**config.mk**
```make
export PLATFORM = sky130hd
export DESIGN_NAME = bkram_sd_ctrl
export DESIGN_NICKNAME = d
export VERILOG_FILES = /design/src/rtl/bkram_pkg.sv /design/src/rtl/bkram_sd_ctrl.sv
export SDC_FILE = /design/constraint.sdc
export NUM_CORES = 1
export LEC_CHECK = 0
export CORE_MARGIN = 2
export CORE_UTILIZATION = 39
export DETAILED_ROUTE_END_ITERATION = 10
export PLACE_DENSITY = 0.85
export SLEW_MARGIN = 20
export SYNTH_ARGS = -nofsm -noshare
export SYNTH_HDL_FRONTEND = slang
export SYNTH_SLANG_ARGS = --single-unit
```
**constraint.sdc**
```tcl
create_clock -name clk_sys -period 2.3 [get_ports clk_sys]
set_input_delay 0.345 -clock clk_sys [delete_from_list [all_inputs] [get_ports clk_sys]]
set_output_delay 0.345 -clock clk_sys [all_outputs]
set_load 0.005 [all_outputs]
```
**src/rtl/bkram_pkg.sv**
```systemverilog
`default_nettype none
// ============================================================================
//  Module      : bkram_pkg
//  Description : Shared types and constants for the save-RAM backup
//                controller (bkram_sd_ctrl).
//                  state_t - block-transfer sequencer states
//                  op_t    - direction of the current sequence
//                  BLK_SZ  - SD block size in bytes
//                  blk_count() - number of blocks covered for a given BLK_W
//  Revision    : 1.0 - initial release
// ============================================================================
package bkram_pkg;

    typedef enum logic [1:0] {
        IDLE = 2'd0,   // waiting for a pending load or save
        REQ  = 2'd1,   // sd_rd/sd_wr held until user_io acknowledges
        XFER = 2'd2    // block moving, waiting for sd_ack to drop
    } state_t;

    typedef enum logic {
        OP_LOAD = 1'b0,   // SD image -> nvram
        OP_SAVE = 1'b1    // nvram -> SD image
    } op_t;

    localparam int BLK_SZ = 512;

    // Number of blocks in a full backup for a given block-address width.
    function automatic int blk_count(input int blk_w);
        return 1 << blk_w;
    endfunction

endpackage
`default_nettype wire

```
**src/rtl/bkram_sd_ctrl.sv**
```systemverilog
`default_nettype none
// ============================================================================
//  Module      : bkram_sd_ctrl
//  Description : Sequences save-RAM backup between the on-chip nvram dpram
//                (port B) and the mounted SD image through user_io.
//                A full load of all 2**BLK_W blocks runs when a non-empty
//                image is mounted; a full save runs on an OSD save request.
//                bk_reset pulses for one cycle after every completed load so
//                the core restarts with the freshly loaded save data.
//                The dpram port B address {sd_lba[BLK_W-1:0], sd_buff_addr}
//                is formed at the top level, not here.
//
//  Ports       : clk_sys        in   system clock
//                RESET_n        in   synchronous active-low reset (PLL lock)
//                img_mounted    in   user_io image-mounted strobe/level
//                img_size       in   mounted image size in bytes
//                ioctl_download in   ROM download in progress
//                bk_save        in   OSD "Write Save RAM" level
//                nvram_we       in   core write to nvram (autosave only)
//                sd_ack         in   user_io block transfer acknowledge
//                sd_lba         out  block address (upper bits always 0)
//                sd_rd          out  block read request
//                sd_wr          out  block write request
//                bk_ena         out  valid save image mounted
//                bk_busy        out  transfer sequence active
//                bk_reset       out  one-cycle pulse after a full load
//
//  Options     : BKRAM_AUTOSAVE_EN - when defined, core writes to nvram mark
//                the save RAM dirty and a save is issued automatically after
//                IDLE_CYCLES of write-free idle time.
//  Revision    : 1.0 - initial release
// ============================================================================
module bkram_sd_ctrl
    import bkram_pkg::*;
#(
    parameter int          BLK_W       = 4,
    parameter logic [23:0] IDLE_CYCLES = 24'd5_000_000
) (
    input  logic        clk_sys,
    input  logic        RESET_n,
    input  logic        img_mounted,
    input  logic [31:0] img_size,
    input  logic        ioctl_download,
    input  logic        bk_save,
    input  logic        nvram_we,
    input  logic        sd_ack,
    output logic [31:0] sd_lba,
    output logic        sd_rd,
    output logic        sd_wr,
    output logic        bk_ena,
    output logic        bk_busy,
    output logic        bk_reset
);

    // ------------------------------------------------------------------
    // Registered state
    // ------------------------------------------------------------------
    state_t             r_state;
    op_t                r_op;
    logic [BLK_W-1:0]   r_lba;
    logic               r_sd_rd;
    logic               r_sd_wr;
    logic               r_bk_ena;
    logic               r_bk_busy;
    logic               r_bk_reset;
    logic               r_pend_load;
    logic               r_pend_save;
    logic               r_abort;

    // Previous-cycle copies of the inputs for edge detection
    logic               r_mnt_old;
    logic               r_save_old;
    logic               r_dl_old;
    logic               r_ack_old;

    // ------------------------------------------------------------------
    // Edge detection: current input against its one-cycle-old copy, so a
    // rise is acted on at the first clock edge that sees the new level.
    // ------------------------------------------------------------------
    logic w_mnt_rise;
    logic w_save_rise;
    logic w_dl_rise;
    logic w_ack_rise;
    logic w_ack_fall;
    logic w_last_blk;

    assign w_mnt_rise  = img_mounted    & ~r_mnt_old;
    assign w_save_rise = bk_save        & ~r_save_old;
    assign w_dl_rise   = ioctl_download & ~r_dl_old;
    assign w_ack_rise  = sd_ack         & ~r_ack_old;
    assign w_ack_fall  = ~sd_ack        &  r_ack_old;
    assign w_last_blk  = &r_lba;

`ifdef BKRAM_AUTOSAVE_EN
    logic               r_dirty;
    logic [23:0]        r_quiet_cnt;
`else
    // Autosave disabled: the write strobe and quiet time are intentionally
    // left without a load.
    logic               w_unused_nvram_we;
    logic [23:0]        w_unused_idle_cycles;
    assign w_unused_nvram_we    = nvram_we;
    assign w_unused_idle_cycles = IDLE_CYCLES;
`endif

    // ------------------------------------------------------------------
    // Sequencer and request bookkeeping.
    // Statement order matters: the FSM clears a pending flag when it
    // takes it, a new rise in the same cycle sets it again afterwards,
    // and a download rise finally clears everything (download wins).
    // ------------------------------------------------------------------
    always_ff @(posedge clk_sys) begin
        if (!RESET_n) begin
            r_state     <= IDLE;
            r_op        <= OP_LOAD;
            r_lba       <= '0;
            r_sd_rd     <= 1'b0;
            r_sd_wr     <= 1'b0;
            r_bk_ena    <= 1'b0;
            r_bk_busy   <= 1'b0;
            r_bk_reset  <= 1'b0;
            r_pend_load <= 1'b0;
            r_pend_save <= 1'b0;
            r_abort     <= 1'b0;
            r_mnt_old   <= 1'b0;
            r_save_old  <= 1'b0;
            r_dl_old    <= 1'b0;
            r_ack_old   <= 1'b0;
`ifdef BKRAM_AUTOSAVE_EN
            r_dirty     <= 1'b0;
            r_quiet_cnt <= '0;
`endif
        end else begin
            r_mnt_old  <= img_mounted;
            r_save_old <= bk_save;
            r_dl_old   <= ioctl_download;
            r_ack_old  <= sd_ack;
            r_bk_reset <= 1'b0;

            case (r_state)
                IDLE: begin
                    // A download starting this cycle cancels any pending
                    // work, so do not launch a sequence it would abort.
                    if (!w_dl_rise && (r_pend_load || r_pend_save)) begin
                        r_state   <= REQ;
                        r_lba     <= '0;
                        r_bk_busy <= 1'b1;
                        r_abort   <= 1'b0;
                        if (r_pend_load) begin
                            r_op        <= OP_LOAD;
                            r_sd_rd     <= 1'b1;
                            r_sd_wr     <= 1'b0;
                            r_pend_load <= 1'b0;
                        end else begin
                            r_op        <= OP_SAVE;
                            r_sd_rd     <= 1'b0;
                            r_sd_wr     <= 1'b1;
                            r_pend_save <= 1'b0;
                        end
                    end
                end

                REQ: begin
                    // Requests stay up until user_io takes the block.
                    if (w_ack_rise) begin
                        r_sd_rd <= 1'b0;
                        r_sd_wr <= 1'b0;
                        r_state <= XFER;
                    end
                end

                XFER: begin
                    if (w_ack_fall) begin
                        if (r_abort) begin
                            // The block in flight finishes; stop here and
                            // leave sd_lba pointing at it.
                            r_state   <= IDLE;
                            r_bk_busy <= 1'b0;
                            r_abort   <= 1'b0;
                        end else if (w_last_blk) begin
                            r_state   <= IDLE;
                            r_bk_busy <= 1'b0;
                            if (r_op == OP_LOAD) begin
                                r_bk_reset <= 1'b1;
`ifdef BKRAM_AUTOSAVE_EN
                                r_dirty    <= 1'b0;
`endif
                            end
                        end else begin
                            r_lba   <= r_lba + 1'b1;
                            r_sd_rd <= (r_op == OP_LOAD);
                            r_sd_wr <= (r_op == OP_SAVE);
                            r_state <= REQ;
                        end
                    end
                end

                default: begin
                    r_state <= IDLE;
                    r_sd_rd <= 1'b0;
                    r_sd_wr <= 1'b0;
                end
            endcase

            if (w_mnt_rise) begin
                if (img_size != 32'd0) begin
                    r_bk_ena    <= 1'b1;
                    r_pend_load <= 1'b1;
                end else begin
                    r_bk_ena    <= 1'b0;
                end
            end

            if (w_save_rise && r_bk_ena) begin
                r_pend_save <= 1'b1;
            end

`ifdef BKRAM_AUTOSAVE_EN
            // Every core write restarts the quiet window. The window only
            // counts down while no transfer is running, so a save never
            // starts in the middle of another sequence.
            if (nvram_we) begin
                r_dirty     <= 1'b1;
                r_quiet_cnt <= IDLE_CYCLES;
            end else if (r_state == IDLE) begin
                if (r_quiet_cnt != 24'd0) begin
                    r_quiet_cnt <= r_quiet_cnt - 1'b1;
                end else if (r_dirty && r_bk_ena) begin
                    r_pend_save <= 1'b1;
                    r_dirty     <= 1'b0;
                end
            end
`endif

            if (w_dl_rise) begin
                r_bk_ena    <= 1'b0;
                r_pend_load <= 1'b0;
                r_pend_save <= 1'b0;
                if (r_bk_busy) begin
                    r_abort <= 1'b1;
                end
            end
        end
    end

    // ------------------------------------------------------------------
    // Outputs (all driven straight from registers)
    // ------------------------------------------------------------------
    assign sd_lba   = {{(32-BLK_W){1'b0}}, r_lba};
    assign sd_rd    = r_sd_rd;
    assign sd_wr    = r_sd_wr;
    assign bk_ena   = r_bk_ena;
    assign bk_busy  = r_bk_busy;
    assign bk_reset = r_bk_reset;

endmodule
`default_nettype wire

```
==> reports/metrics.cfg, run 1 <==
[power_and_ir_drop]
p_switching_uw = 155.4
swShare = 0.2375
internal_power_uw = 499.0
cellPowerDensity_nw_per_um2 = 421.8
power_leakage_uw = 0.0005990
p_clk_frac = 0.242
irDropWorstVdd_mv = 0.2725
seq_power_share = 0.541
pwr-share-comb = 0.218

[setup_path]
arrival_ns = 1.97
worstSetupPathType = register to register
end_kind = register
cp_data_required_time_ns = 2.52
worst_setup_path_start_kind = register
cp_max_fo = 7

[clock_network]
cts_resized = 0
clock-root-buffer = clkbuf_4
postCtsHoldBufs = 0
clockBufferDepth = 2
post-cts-setup-buffer-count = 0
clkSlewWorstSetupHoldPaths_ns = 0.10
cts_sinks = 19
cts_tree = yes
insertion_delay_ns = 0.28
h-tree-depth = 1
numCtsBuffers = 3

[floorplanning]
die_h_um = 58.68
initial_core_util = 0.4157
rows = 19
dieArea_um2 = 3443
die_w_um = 58.68
coreArea_um2 = 2805
io_pins = 76

[finish]
drive_gt1_frac = 0.06704
antenna_cells = 0
area_growth_syn_to_layout_pct = 33.05
final_cell_mix = clkdlybuf4s50_1, conb_1, dfxtp_1
nets = 220
fin_cells = 210
layout_commonest_cell = clkdlybuf4s50_1

[global_route]
antenna_found_initial = 0
grt_pass1_vias = 999
grt_remaining_overflow = 0
grt_max_degree = 16
grt_usage = 0.1517
grt_pass1_wl_um = 4002

[logic_synthesis]
yosys.area_share.adder = 0.01073
synth_area_um2 = 1166
yosys.area_share.xor_xnor = 0
synth_seq_cells = 19
synth_edf_count = 0
syn_area_per_cell_um2 = 8.702
synth_area_leaders = dfxtp_1, buf_4, nor4_1, nand3b_1, nand2b_1
synthArstFlopShare = 0
synth_flop_cell = dfxtp_1
ys_warn_count = 0
synth_top_family_by_area = simple AND/OR/NAND/NOR gates
ys_seq_area_frac = 0.3262
synthMuxAreaShare = 0.03541
synthCells = 134
synth_compound_area_frac = 0.1105
yosys.area_share.simple = 0.2940
yosysTopAreaCellShare = 0.3262
synth_area_leader_cell = dfxtp_1
synth_cell_types = 38

[sta]
setup_tns_ns = 0
finalHoldViolations = 0
fin_crit_sh = 0.7616
slew_viol_final = 0
min_period_ns = 1.752
setup_viol = 0
rsz0062_at_grt = false
finClkSkew_ns = 0.0009401
timing.fmax_mhz = 570.9

[place]
hpwl_um = 2093
dpl.cell_count = 206
gp_congestion = 0.7643
io_buffer_count = 46

[detailed_routing]
drc_errors = 3
ant_nets = 0
drt-vias-per-instance = 4.848
routed_wl_um = 2455
detailroute.via_count = 1018
drt-pass1-iter-count = 7
wl_per_cell_um = 11.69
drt_iter0_drc = 33

[outcome]
status = complete, but fails checks
violations = DRC

[hold_path]
hp-class = register to register

[flow_run]
cap_viol_max_count = 0

critical path, cell delays in order, from the launching register on:
cell,delay (ns)
dfxtp_1,0.36
ha_1,0.25
a31oi_1,0.26
nand3_1,0.26
a211oi_1,0.34
mux2i_1,0.22
stage by stage:
stage	area [µm²]	hold slack (ns)	setup WS, ns	util	total power, µW
finish	1551	0.4822	0.5484	0.5531	654.4
global route	1551	0.5217	0.4104	0.5531	698.4
CTS	1551	0.4869	0.5307	0.5531	662.8
detailed placement	1525	0.4703	0.3156	0.5437	503.4
global placement	1525	0.4621	0.3694	0.5437	497.1
floorplan	1267	0.4491	0.7957	-	455.9
per-layer routing:
layer,part of all wire,wire length (µm),up-vias,GRT usage
met5,0,0,-,0
met3,0.098,240,2,0.03956
met4,0.0077,19,0,0.06818
met2,0.52,1271,52,0.2777
met1,0.38,924,456,0.1624
li1,-,-,508,-
cell type report:
type	count	area [µm²]
repair buffers	47	467.9
inverters	2	7.507
well taps	31	38.79
clock buffers	4	26.28
multi-input cells	107	630.6
fillers	267	1254
flip-flops and latches	19	380.4
cell usage after synthesis, types with 2 or more instances:
cell and count:
buf_4 28, nor3b_1 2, nand2_1 4, a21oi_1 3
and2_1 4, o21a_1 2, nor2b_1 5, nor4_1 8
nand3_1 6, a211oi_1 3, buf_6 2, mux2i_1 3
o21ai_0 4, nand3b_1 5, nand4_1 3, nor2_1 5
nor3_1 2, inv_1 2, dfxtp_1 19, clkbuf_1 2
nand2b_1 5
path summary, 6_finish.rpt:
| kind | to | startpoint | slack [ns] | cells after the start |
|---|---|---|---|---|
| min | sd_rd$_SDFFE_PN0P_ | sd_rd$_SDFFE_PN0P_ | 0.48 | 2 |
| min reg2reg | sd_rd$_SDFFE_PN0P_ | sd_rd$_SDFFE_PN0P_ | 0.48 | 2 |
| max | r_lba[3]$_SDFFE_PN0P_ | r_lba[0]$_SDFFE_PN0P_ | 0.55 | 5 |
| max reg2reg | r_lba[3]$_SDFFE_PN0P_ | r_lba[0]$_SDFFE_PN0P_ | 0.55 | 5 |
sequential cells by signal, indices dropped and copies added (netlist names):
signal and cells:
bk_busy 1, r_op 1, r_abort 1, r_ack_old 1
r_lba 4, r_state 2, r_dl_old 1, bk_ena 1
r_pend_save 1, r_save_old 1, bk_reset 1, r_pend_load 1
sd_wr 1, r_mnt_old 1, sd_rd 1
power by group through the flow:
stage | combinational, µW | clock [µW] | sequential (µW)
floorplan | 99.4 | 0 | 357
global placement | 137 | 0 | 360
detailed placement | 142 | 0 | 362
CTS | 142 | 166 | 354
global route | 156 | 186 | 356
finish | 142 | 158 | 354
cells by family after synthesis:
family	after synthesis
DFF	19
other	1
and+or+nand+nor	55
adders and majority gates	1
muxes	4
buffers and inverters	35
AOI/OAI and AO/OA	19
Note: power is estimated with default switching activity, not from simulation.
==> run 2, diff against run 1 <==
Settings changed: CORE_UTILIZATION 39 to 36, PLACE_DENSITY 0.85 to 0.79.
Clock period 2.3 ns to 1.75 ns, I/O delays scaled along.
==> reports/metrics.cfg, run 2 (same netlist as run 1, synthesis figures left out) <==
[outcome]
status = finished, final reports clean

[detailed_routing]
drt-vias-per-instance = 4.446  ; -8.3%
drt_iter0_drc = 9  ; -73%
drt-pass1-iter-count = 5  ; -2
m1WireLength_um = 968  ; +4.8%
wl_per_cell_um = 9.840  ; -16%
wl_met3_um = 175  ; -27%
ant_nets = 0  ; unchanged
met2WireLength_um = 1117  ; -12%
drc_errors = 0  ; -3
top_layer = met4
detailroute.via_count = 1027  ; +0.88%
routed_wl_um = 2273  ; -7.4%

[clock_network]
clock-root-buffer = clkbuf_4
numCtsBuffers = 3  ; unchanged
post-cts-setup-buffer-count = 0  ; unchanged
cts_sinks = 19  ; unchanged
clockBufferDepth = 2  ; unchanged
h-tree-depth = 1  ; unchanged
clkSlewWorstSetupHoldPaths_ns = 0.11  ; about the same
insertion_delay_ns = 0.30  ; +0.02 ns
cts_tree = yes

[finish]
fin_cells = 231  ; +10%
area_growth_syn_to_layout_pct = 40.45
final_util = 0.5321  ; -0.02096
nets = 228  ; +3.6%
antenna_cells = 0  ; unchanged
drive_gt1_frac = 0.1176  ; +0.05061
top_regs = r_lba x4, r_state x2
largest_register_ffs = 4  ; unchanged
layout_commonest_cell = clkdlybuf4s50_1
final_cell_mix = clkdlybuf4s50_1, conb_1, dfxtp_1
largest_register = r_lba
nFillCells = 296  ; +11%

[hold_path]
hold_start = bk_ena$_SDFFE_PP0P_
min_path_cells = 2  ; unchanged
hp-class = register to register
worst_hold_path.endpoint = bk_ena$_SDFFE_PP0P_

[setup_path]
r2r_setup_slack_ns = 0.13  ; -0.42 ns
worst_setup_path_start_kind = register
worstSetupPathType = register to register
arrival_ns = 1.82  ; -0.15 ns
end_kind = register
rr_endpoint = r_lba[1]$_SDFFE_PN0P_
cp_data_required_time_ns = 1.95  ; -0.57 ns
cp_max_fo = 5  ; -2
reg2reg_depth = 6  ; +1
reg2reg_from = r_lba[1]$_SDFFE_PN0P_

[power_and_ir_drop]
power_uw = 876.6  ; +34%
cellPowerDensity_nw_per_um2 = 535.3  ; +27%
irDropWorstVdd_mv = 0.4167  ; +53%
power_leakage_uw = 0.0006385  ; +6.6%

[flow_run]
cap_viol_max_count = 0  ; unchanged

[global_route]
grt_remaining_overflow = 0  ; unchanged
grt_pass1_wl_um = 3525  ; -12%
grt_pass1_vias = 868  ; -13%
grt_usage = 0.1250  ; -0.02674
grt_max_degree = 15  ; -1
antenna_found_initial = 0  ; unchanged

[sta]
finClkSkew_ns = 0.007951  ; +0.007011 ns
rsz0062_at_grt = false
finalHoldViolations = 0  ; unchanged
fin_hold_ws_ns = 0.4743  ; -0.007868 ns
slew_viol_final = 0  ; unchanged
min_period_ns = 1.617  ; -0.1341 ns
setup_viol = 0  ; unchanged
setup_tns_ns = 0  ; unchanged
timing.fmax_mhz = 618.2  ; +8.3%
fin_crit_sh = 0.9243  ; +0.1627

[floorplanning]
initial_core_util = 0.3789  ; -0.03684
die_w_um = 60.92  ; +3.8%
dieArea_um2 = 3711  ; +7.8%
coreArea_um2 = 3078  ; +9.7%
rows = 20  ; +1
die_h_um = 60.92  ; +3.8%
io_pins = 76  ; unchanged

[place]
io_buffer_count = 46  ; unchanged
gp_congestion = 0.7526  ; -1.5%
dpl.cell_count = 227  ; +10%
hpwl_um = 1909  ; -8.8%

-- run 2: cell types whose count changed in the layout (fill, tap and decap cells not counted) --
| cell | before | now |
|---|---|---|
| a211oi_1 | 3 | 2 |
| a211oi_2 | 0 | 1 |
| buf_4 | 1 | 9 |
| nand3_1 | 6 | 5 |
| nand3_2 | 0 | 1 |
-- run 2: power breakdown --
part | internal, µW | switching (µW) | total, µW
clock | 88.8 | 130 | 218
sequential | 450 | 10.9 | 461
combinational | 125 | 72.5 | 198
-- run 2: area by class of cell --
| class | count | area [µm²] | share of cell area |
|---|---|---|---|
| timing repair buffer | 55 | 528.0 | 0.3224 |
| clock buffer | 4 | 26.28 | 0.01604 |
| sequential | 19 | 380.4 | 0.2322 |
| multi-input combinational | 107 | 640.6 | 0.3911 |
| inverter | 2 | 7.507 | 0.004584 |
| tap | 44 | 55.05 | 0.03361 |
-- run 2: critical path: stages (launching register included) --
cell and delay (ns):
dfxtp_1 0.35, ha_1 0.23, a31oi_1 0.32, nand3_2 0.18, buf_4 0.18, a211oi_1 0.20
nor2_1 0.07
-- run 2: repair_timing --
action / 4_1_cts / 5_1_grt
setup endpoints to repair: 0 / 4
gates resized for setup: 0 / 2
hold endpoints to repair: 0 / 0
hold buffers: 0 / 0
-- run 2: how the worst max path moves through the flow --
stage                                     start                    end  depth (start not counted)
after CTS                 r_lba[1]$_SDFFE_PN0P_  r_lba[3]$_SDFFE_PN0P_                          5
after floorplan           r_lba[0]$_SDFFE_PN0P_  r_lba[3]$_SDFFE_PN0P_                          5
after global placement           ioctl_download  r_lba[3]$_SDFFE_PN0P_                          5
after global routing      r_lba[1]$_SDFFE_PN0P_     sd_rd$_SDFFE_PN0P_                          5
after detailed placement         ioctl_download  r_lba[3]$_SDFFE_PN0P_                          5
final                     r_lba[1]$_SDFFE_PN0P_  r_lba[1]$_SDFFE_PN0P_                          6
-- run 2: through the flow --
step                      instance area (µm²)  setup WS, ns
after floorplan                          1267        0.2457
after global placement                   1602      -0.07606
after detailed placement                 1602      -0.07807
after CTS                                1628       0.07758
after global routing                     1638       0.02674
final                                    1638        0.1325
-- run 2: per-layer routing --
layer  vias to the layer above  global-route usage
met4                         0             0.02795
met5                         -                   0
met2                        46              0.1982
met1                       449              0.1624
met3                         2             0.04691
li1                        530                   -
==> run 3, diff against run 2 <==
Settings changed: CORE_ASPECT_RATIO set to 1.4, SKIP_CTS_REPAIR_TIMING set to 1.
==> reports/metrics.cfg, run 3 (same netlist as run 1, synthesis figures left out) <==
[outcome]
status = finished, final reports clean

[detailed_routing]
met2WireLength_um = 1151  ; +3.0%
top_layer = met4
wl_met3_um = 206  ; +18%
m1WireLength_um = 820  ; -15%
ant_nets = 0  ; unchanged
wl_per_cell_um = 9.732  ; -1.1%
drt_iter0_drc = 6  ; -3
drt-pass1-iter-count = 4  ; -1
routed_wl_um = 2219  ; -2.4%
drt-vias-per-instance = 4.702  ; +5.8%
detailroute.via_count = 1072  ; +4.4%
drc_errors = 0  ; unchanged

[place]
pre_cts_slack_ns = -0.09776  ; -0.01969 ns
io_buffer_count = 46  ; unchanged
gp_congestion = 0.7415  ; -1.5%
hpwl_um = 1913  ; +0.19%
dpl.cell_count = 224  ; -1.3%

[sta]
setup_viol = 0  ; unchanged
finClkSkew_ns = 0.002995  ; -0.004955 ns
rsz0062_at_grt = false
timing.fmax_mhz = 615.5  ; -0.44%
slew_viol_final = 0  ; unchanged
timing.final.ws_setup_ns = 0.1254  ; -0.007088 ns
fin_crit_sh = 0.9283  ; +0.004050
finalHoldViolations = 0  ; unchanged
min_period_ns = 1.625  ; +0.007088 ns

[setup_path]
crit_path_cell_trace = ha_1, a31oi_1, nand3_1, a211oi_1, mux2i_1
cp_data_required_time_ns = 1.94  ; about the same
cp_max_fo = 5  ; unchanged
end_kind = register
worst_setup_path_start_kind = register
cpMaxStageDelayCell = dfxtp_1
worstSetupPathType = register to register
cpPeakStageDelay_ns = 0.32  ; -0.03 ns
arrival_ns = 1.81  ; about the same

[power_and_ir_drop]
irDropWorstVdd_mv = 0.4050  ; -2.8%
power_leakage_uw = 0.0006589  ; +3.2%
cellPowerDensity_nw_per_um2 = 577.2  ; +7.8%
power_uw = 956.1  ; +9.1%

[global_route]
grt_pass1_vias = 998  ; +15%
grt_remaining_overflow = 0  ; unchanged
grt_pass1_wl_um = 3905  ; +11%
antenna_found_initial = 0  ; unchanged
grt_usage = 0.1340  ; +0.008981
grt_max_degree = 12  ; -3

[finish]
final_cell_mix = clkdlybuf4s50_1, conb_1, dfxtp_1
drive_gt1_frac = 0.1217  ; +0.004046
nets = 230  ; +0.88%
layout_commonest_cell = clkdlybuf4s50_1
top_regs = r_lba x4, r_state x2
area_growth_syn_to_layout_pct = 42.06
nFillCells = 303  ; +2.4%
largest_register = r_lba
antenna_cells = 0  ; unchanged
largest_register_ffs = 4  ; unchanged
fin_cells = 228  ; -1.3%

[floorplanning]
initial_core_util = 0.3770  ; -0.001839
dieArea_um2 = 3717  ; +0.17%
die_h_um = 71.34  ; +17%
rows = 24  ; +20%
coreArea_um2 = 3093  ; +0.49%
die_w_um = 52.10  ; -14%
io_pins = 76  ; unchanged

[clock_network]
cts_sinks = 19  ; unchanged
h-tree-depth = 1  ; unchanged
insertion_delay_ns = 0.26  ; -0.04 ns
cts_tree = yes
clock-root-buffer = clkbuf_8
numCtsBuffers = 3  ; unchanged
clockBufferDepth = 2  ; unchanged
clkSlewWorstSetupHoldPaths_ns = 0.07  ; -0.04 ns

[flow_run]
cap_viol_max_count = 0  ; unchanged

[hold_path]
hp-class = register to register

[run 3: routing by layer]
layer  vias to the layer above  track usage
li1                        530            -
met1                       472       0.1512
met2                        66       0.2433
met3                         4      0.01458
met4                         0      0.06140
met5                         -            0
[run 3: stage by stage]
step	setup TNS (ns)	util	area [µm²]	hold slack, ns
floorplan	0	-	1267	0.3842
global placement	-0.3296	0.5206	1610	0.4632
detailed placement	-0.3760	0.5206	1610	0.4709
CTS	0	0.5356	1657	0.4804
global route	0	0.5356	1657	0.4952
finish	0	0.5356	1657	0.4708
[run 3: final timing paths]
path              depth (start not counted)  slack (ns)                    end                  start
setup / recovery                          5        0.13  r_lba[3]$_SDFFE_PN0P_  r_lba[0]$_SDFFE_PN0P_
hold / removal                            2        0.47     sd_wr$_SDFFE_PN0P_     sd_wr$_SDFFE_PN0P_
setup reg to reg                          5        0.13  r_lba[3]$_SDFFE_PN0P_  r_lba[0]$_SDFFE_PN0P_
hold reg to reg                           2        0.47     sd_wr$_SDFFE_PN0P_     sd_wr$_SDFFE_PN0P_
[run 3: report_power, final]
part           leakage, µW  internal, µW  switching (µW)
combinational     0.000478           125            69.6
sequential        0.000155           450            13.1
clock            0.0000255           158             140
total             0.000659           733             223
[run 3: cell type report]
| type | instances | area [µm²] | area share |
|---|---|---|---|
| Multi-Input combinational cell | 107 | 630.6 | 0.3807 |
| Timing Repair Buffer | 57 | 543.0 | 0.3278 |
| Sequential cell | 19 | 380.4 | 0.2296 |
| Tap cell | 39 | 48.80 | 0.02946 |
| Clock buffer | 3 | 41.29 | 0.02492 |
| Inverter | 2 | 7.507 | 0.004532 |
| Clock inverter | 1 | 5.005 | 0.003021 |
[run 3: worst max-delay path, delay by kind of cell, from the launching register on]
| kind | cells | cell delay [ns] |
|---|---|---|
| DFF | 1 | 0.32 |
| and+or+nand+nor | 1 | 0.22 |
| adders and majority gates | 1 | 0.21 |
| muxes | 1 | 0.21 |
| AOI/OAI and AO/OA | 2 | 0.60 |
